**src/rtl/rand_roll_ctrl_pkg.sv**
```systemverilog
// Shared definitions for the random-roll display sequencer.
// The state encoding is also what appears on the LEDR status output.
package rand_roll_ctrl_pkg;

   typedef enum logic [1:0] {
      ST_IDLE = 2'b00,
      ST_ROLL = 2'b01,
      ST_HOLD = 2'b10
   } roll_state_t;

   // Returns the counter width needed to hold values 0..max_val.
   function automatic int cnt_width(input int max_val);
      return (max_val < 1) ? 1 : $clog2(max_val + 1);
   endfunction

endpackage

```
**src/rtl/rand_roll_ctrl_rise_detect.sv**
```systemverilog
// One-bit rising-edge detector with a registered single-cycle pulse output.
// RST_VAL is the assumed previous level at reset release, so a level that is
// already high when reset drops does not count as an edge.
module rand_roll_ctrl_rise_detect #(
   parameter logic RST_VAL = 1'b1
) (
   input  logic clk,
   input  logic rst,
   input  logic i_d,
   output logic o_pulse
);

   logic r_prev;
   logic r_pulse;

   // Track the previous level and register a pulse on a 0->1 transition.
   // NOTE: sequential state uses non-blocking assignments so r_prev still holds
   // the old level while r_pulse is computed in the same edge.
   always_ff @(posedge clk or posedge rst) begin
      if (rst) begin
         r_prev  <= RST_VAL;
         r_pulse <= 1'b0;
      end else begin
         r_prev  <= i_d;
         r_pulse <= i_d & ~r_prev;
      end
   end

   assign o_pulse = r_pulse;

endmodule

```
**src/rtl/rand_roll_ctrl.sv**
```systemverilog
// Random-number display sequencer.
// On a start request the display "rolls", copying the free-running LFSR word
// on slow ticks, then freezes on a final value after ROLL_UPDATES captures.
// Optional feature macro: RAND_ROLL_SLOWDOWN_EN -- the tick interval between
// captures doubles after each capture (saturating at 2**(IVL_W-1)), so the
// display visibly decelerates. Without it every tick captures.
module rand_roll_ctrl
   import rand_roll_ctrl_pkg::*;
#(
   parameter int WIDTH        = 15,
   parameter int ROLL_UPDATES = 16,
   parameter int IVL_W        = 4
) (
   input  logic             ADC_CLK_10,
   input  logic             rst,
   input  logic             tick_in,
   input  logic             start,
   input  logic             clear,
   input  logic [WIDTH-1:0] rand_in,
   output logic [WIDTH-1:0] disp_val,
   output logic             disp_valid,
   output logic             busy,
   output logic [1:0]       state_o
);

   localparam int                 UPD_W       = cnt_width(ROLL_UPDATES);
   localparam logic [UPD_W-1:0]   LP_UPD_ONE  = UPD_W'(1);
   localparam logic [UPD_W-1:0]   LP_UPD_LAST = UPD_W'(ROLL_UPDATES - 1);
   localparam logic [IVL_W-1:0]   LP_IVL_ONE  = IVL_W'(1);
`ifdef RAND_ROLL_SLOWDOWN_EN
   localparam logic [IVL_W-1:0]   LP_IVL_MAX  = IVL_W'(1) << (IVL_W - 1);
`endif

   roll_state_t      r_state;
   logic [WIDTH-1:0] r_disp_val;
   logic             r_disp_valid;
   logic             r_busy;
   logic [IVL_W-1:0] r_tick_cnt;
   logic [UPD_W-1:0] r_upd_cnt;
   logic [IVL_W-1:0] w_interval;

   logic             r_sync1;
   logic             r_sync2;
   logic             w_start_p;
   logic             w_tick_p;

`ifdef RAND_ROLL_SLOWDOWN_EN
   logic [IVL_W-1:0] r_interval;
   assign w_interval = r_interval;
`else
   assign w_interval = LP_IVL_ONE;
`endif

   // Two-flop synchroniser for the raw switch level.
   // NOTE: these reset to 1 rather than 0 so a switch already high at reset
   // release does not ripple through as a fake rising edge.
   always_ff @(posedge ADC_CLK_10 or posedge rst) begin
      if (rst) begin
         r_sync1 <= 1'b1;
         r_sync2 <= 1'b1;
      end else begin
         r_sync1 <= start;
         r_sync2 <= r_sync1;
      end
   end

   rand_roll_ctrl_rise_detect #(.RST_VAL(1'b1)) u_start_edge (
      .clk     (ADC_CLK_10),
      .rst     (rst),
      .i_d     (r_sync2),
      .o_pulse (w_start_p)
   );

   rand_roll_ctrl_rise_detect #(.RST_VAL(1'b1)) u_tick_edge (
      .clk     (ADC_CLK_10),
      .rst     (rst),
      .i_d     (tick_in),
      .o_pulse (w_tick_p)
   );

   // Roll sequencer: state, counters and registered status outputs together.
   always_ff @(posedge ADC_CLK_10 or posedge rst) begin
      if (rst) begin
         r_state      <= ST_IDLE;
         r_disp_val   <= '0;
         r_disp_valid <= 1'b0;
         r_busy       <= 1'b0;
         r_tick_cnt   <= '0;
         r_upd_cnt    <= '0;
`ifdef RAND_ROLL_SLOWDOWN_EN
         r_interval   <= LP_IVL_ONE;
`endif
      end else if (clear) begin
         // Clear wins over any start or tick pulse in the same cycle.
         r_state      <= ST_IDLE;
         r_disp_val   <= '0;
         r_disp_valid <= 1'b0;
         r_busy       <= 1'b0;
      end else begin
         case (r_state)
            ST_IDLE, ST_HOLD: begin
               if (w_start_p) begin
                  r_state      <= ST_ROLL;
                  r_disp_valid <= 1'b0;
                  r_busy       <= 1'b1;
                  r_tick_cnt   <= '0;
                  r_upd_cnt    <= '0;
`ifdef RAND_ROLL_SLOWDOWN_EN
                  r_interval   <= LP_IVL_ONE;
`endif
               end
            end
            ST_ROLL: begin
               if (w_tick_p) begin
                  if (r_tick_cnt == w_interval - LP_IVL_ONE) begin
                     r_disp_val <= rand_in;
                     r_tick_cnt <= '0;
                     r_upd_cnt  <= r_upd_cnt + LP_UPD_ONE;
`ifdef RAND_ROLL_SLOWDOWN_EN
                     if (r_interval < LP_IVL_MAX)
                        r_interval <= r_interval << 1;
`endif
                     if (r_upd_cnt == LP_UPD_LAST) begin
                        r_state      <= ST_HOLD;
                        r_busy       <= 1'b0;
                        r_disp_valid <= 1'b1;
                     end
                  end else begin
                     r_tick_cnt <= r_tick_cnt + LP_IVL_ONE;
                  end
               end
            end
            default: begin
               // Unused encoding: recover to a clean idle.
               r_state      <= ST_IDLE;
               r_disp_valid <= 1'b0;
               r_busy       <= 1'b0;
            end
         endcase
      end
   end

   assign disp_val   = r_disp_val;
   assign disp_valid = r_disp_valid;
   assign busy       = r_busy;
   assign state_o    = r_state;

endmodule

```
**config.mk**
```make
export PLATFORM = sky130hd
export DESIGN_NAME = rand_roll_ctrl
export DESIGN_NICKNAME = d
export VERILOG_FILES = /design/src/rtl/rand_roll_ctrl_pkg.sv /design/src/rtl/rand_roll_ctrl_rise_detect.sv /design/src/rtl/rand_roll_ctrl.sv
export SDC_FILE = /design/constraint.sdc
export NUM_CORES = 1
export LEC_CHECK = 0
export BUFFER_PORTS_ARGS = -buffer_cell sky130_fd_sc_hd__buf_4
export CAP_MARGIN = 10
export CORE_ASPECT_RATIO = 0.5
export CORE_MARGIN = 2
export CORE_UTILIZATION = 52
export CTS_CLUSTER_DIAMETER = 150
export DETAILED_ROUTE_END_ITERATION = 8
export PLACE_DENSITY = 0.79
export REMOVE_ABC_BUFFERS = 1
export SETUP_SLACK_MARGIN = 0.05
export SLEW_MARGIN = 20
export SYNTH_ARGS = -nofsm -noshare
export SYNTH_HDL_FRONTEND = slang
export SYNTH_HIERARCHICAL = 1
export SYNTH_SLANG_ARGS = --single-unit
```
**constraint.sdc**
```tcl
create_clock -name ADC_CLK_10 -period 1.8 [get_ports ADC_CLK_10]
set_input_delay 0.09 -clock ADC_CLK_10 [delete_from_list [all_inputs] [get_ports ADC_CLK_10]]
set_output_delay 0.09 -clock ADC_CLK_10 [all_outputs]
set_load 0.02 [all_outputs]
```
==> flow_summary_export.csv <==
group,metric,value,unit
detailed_routing,wire_per_inst,14.5,um
setup_path,path_max_fanout,6,
timing,drv_slew,0,
detailed_routing,ant_nets,0,
clock_network,cts_made_buffers,5,
placed_design,preCtsSetupSlack,0.0888,ns
clock_network,path_clk_slew,0.07,ns
setup_path,crit_chain,"inv_1, ha_2, or3b_4, a2bb2oi_1, o22ai_1",
run,max_cap_violations,0,
global_routing,overflow,0,
detailed_routing,drcViolationCount,0,
timing,setup_viol,0,
logic_synthesis,ys_seq_area_share,54.4,%
pwr,powerDensity,764,nW/um2
run_status,outcome,"finished, final reports clean",
pwr,cellLeakagePower,0.933,nW
detailed_routing,drt_wl_total,3.36,mm
floorplanning,die_width,80.6,um
timing,max_freq,598,MHz
logic_synthesis,synthDominantCellAreaShare,47.5,%
timing,worst_slack,0.129,ns
floorplanning,die_area,3410,um2
min_path,hold_class,"in -> reg",
finish,n_antenna_cell,0,
placed_design,io_buffers,38,
pwr,internal_power,1.13,mW
setup_path,r2r_cells,5,
clock_network,clk_path_buf_depth,2,
pwr,pwr-share-seq,52.2,%
clock_network,cts_max_level,2,
global_routing,antenna_found_initial,0,
global_routing,grt_pass1_vias,1229,
pwr,vdd_drop_max,450,uV
floorplanning,core-area,2680,um2
logic_synthesis,syn_area,1530,um2
detailed_routing,first_iter_violations,73,
timing,maxSlewHeadroom,74.5,%
logic_synthesis,synth.avg_cell_area,10.4,um2
setup_path,cp_num_cells,5,
setup_path,criticalPathCategory,"reg -> reg",
logic_synthesis,synthCells,147,
clock_network,insertion_delay,0.28,ns
logic_synthesis,synth_cell_types,34,
clock_network,clock-sinks,33,
pwr,p_clk_share,35.3,%
logic_synthesis,synth-edff-count,0,
timing,period_share,92.9,%
floorplanning,start_util,56.9,%
pwr,swShare,25.9,%
setup_path,cp_data_required_time,1.95,ns
detailed_routing,vias,1278,
finish,nets,218,
placed_design,place_congestion,0.830,
timing,hold_violations,0,
logic_synthesis,ys_warn_count,6,
global_routing,grt_max_degree,22,
timing,clock_skew,0.00327,ns
setup_path,critical_path.max_stage_delay,0.41,ns
global_routing,grt.total_usage,22.2,%
pwr,p_sw,394,uW
logic_synthesis,ys.flop_type,"dfrtp_1",
setup_path,crit_slowest_cell,"or3b_4",
setup_path,worst-path-buf-inv,1,
finish,post-route-util,74.4,%
clock_network,cts_tree,"built",
logic_synthesis,ys_seq_elements,33,
placed_design,hpwlAfterDp,2.38,mm
timing,finalCriticalPeriod,1.67,ns
timing,tightest_slew,0.383,ns
finish,fillers,205,
floorplanning,num_rows,13,
setup_path,critPathTopFamily,"compound AO/OA/AOI/OAI gates",
detailed_routing,via_per_inst,5.51,
logic_synthesis,ys_top_cells_by_area,"dfrtp_1, dfstp_2, a21oi_1, nand3_1, o21ai_0",
finish,syn_to_final_growth,30.7,%
setup_path,endpoint_kind,"flip-flop",
min_path,whs_path_depth,3,
finish,drive_above_1_share,34.4,%
setup_path,cp.arrival,1.82,ns
timing,holdWs,0.0574,ns
global_routing,grt_pass1_wl,5.73,mm
setup_path,startpoint_type,"flip-flop",
detailed_routing,drt_first_pass_iters,4,
floorplanning,dieHeight,42.3,um
logic_synthesis,synth.largest_area_cell,"dfrtp_1",
timing,rsz0062_at_grt,"true",
clock_network,root_buffer,"clkbuf_8",
floorplanning,ios,39,
pwr,power_frac_comb,12.6,%
logic_synthesis,ys_async_sr_fraction,100,%
[cells in the mapped netlist (2+ instances only)]
cell type / count
nor2b_1: 2
mux2i_1: 2
a32o_1: 2
a21oi_1: 19
dfstp_2: 4
nand2_1: 3
inv_1: 8
nor3b_1: 2
nor2b_4: 2
o21ai_0: 19
buf_2: 3
nand3_1: 19
buf_4: 2
ha_1: 4
o22ai_1: 4
clkbuf_1: 5
nand2b_1: 2
dfrtp_1: 29
[layout by cell type, fill, tap and decap left out, types with 2 or more instances in the layout]
cell type	n
o22ai_1	4
nand2_1	3
nor2b_1	2
o21ai_0	15
clkinv_2	2
mux2i_1	2
o21ai_1	4
nand3_1	19
nor3b_1	2
buf_4	47
nor2b_4	2
a21oi_1	19
dlygate4sd3_1	3
a32o_1	2
dfrtp_1	29
nand2b_1	2
inv_1	7
clkbuf_8	5
ha_1	3
dfstp_2	4
[metrics by stage]
stage	cells	setup TNS, ns	total power [mW]	area, um2
after floorplan	137	-0.720	0.895	1480
after detailed placement	220	0	0.992	1870
after CTS	231	0	1.53	1990
final	232	0	1.52	2000
after global placement	220	0	0.987	1870
after global routing	232	0	1.60	2000
[cells by family (layout without fill, tap and decap cells)]
logic type | count (synthesis) | in the layout | synth area share (%)
AND/OR/NAND/NOR | 41 | 41 | 17.6
XOR/XNOR | 1 | 1 | 0.574
flip-flops | 33 | 33 | 54.4
buffers and inverters | 18 | 66 | 5.16
adder cells (fa/ha/maj) | 4 | 4 | 3.28
AO/OA/AOI/OAI | 48 | 48 | 17.6
multiplexers | 2 | 2 | 1.31
[worst paths after layout]
path,from,end,slack (ns)
max,r_tick_cnt[1],r_upd_cnt[4],0.13
min,rand_in[4],disp_val[4],0.06
max reg2reg,r_tick_cnt[1],r_upd_cnt[4],0.13
min reg2reg,r_sync1,r_sync2,0.36
max in group asynchronous,rst,r_sync2,1.14
min in group asynchronous,rst,u_start_edge/o_pulse,0.25
[routing by layer]
metal | GRT usage (%) | share of wire [%]
met1 | 31.6 | 46
met2 | 33.8 | 48
met3 | 5.17 | 4.3
met4 | 7.12 | 1.4
met5 | 0 | 0
[power by group through the flow]
| stage | registers (mW) | logic (mW) | clock network, mW |
|---|---|---|---|
| 2_1_floorplan | 0.817 | 0.0787 | 0 |
| 3_3_place_gp | 0.806 | 0.180 | 0 |
| 3_5_place_dp | 0.809 | 0.183 | 0 |
| 4_1_cts | 0.795 | 0.190 | 0.550 |
| 5_1_grt | 0.799 | 0.210 | 0.588 |
| 6_report | 0.795 | 0.192 | 0.537 |
[state kept, by name (all words and copies together) (netlist names)]
register / cells
busy: 1
disp_val: 15
disp_valid: 1
r_sync1: 1
r_sync2: 1
r_tick_cnt: 4
r_upd_cnt: 5
state_o: 1
u_start_edge/o_pulse: 1
u_start_edge/r_prev: 1
u_tick_edge/o_pulse: 1
u_tick_edge/r_prev: 1
[repair_timing]
action | in CTS | in global routing
hold buffers | 3 | 0
endpoints found under the setup margin | 0 | 15
setup buffers | 0 | 1
endpoints found under the hold margin | 33 | 0
gates resized for setup | 0 | 6
[cell type report]
type	instances	area (um2)	area share [%]
multi-input cells	96	619	31.0
clock buffers	5	68.8	3.45
flip-flops and latches	33	831	41.6
inverters	8	30.0	1.50
clock inverters	3	17.5	0.878
well taps	37	46.3	2.32
repair buffers	50	383	19.2
[tightest hold or removal path, stage by stage]
cell and delay [ns]:
buf_4 0.11, nand3_1 0.05, a21oi_1 0.05
(Power assumes the default switching activity.)
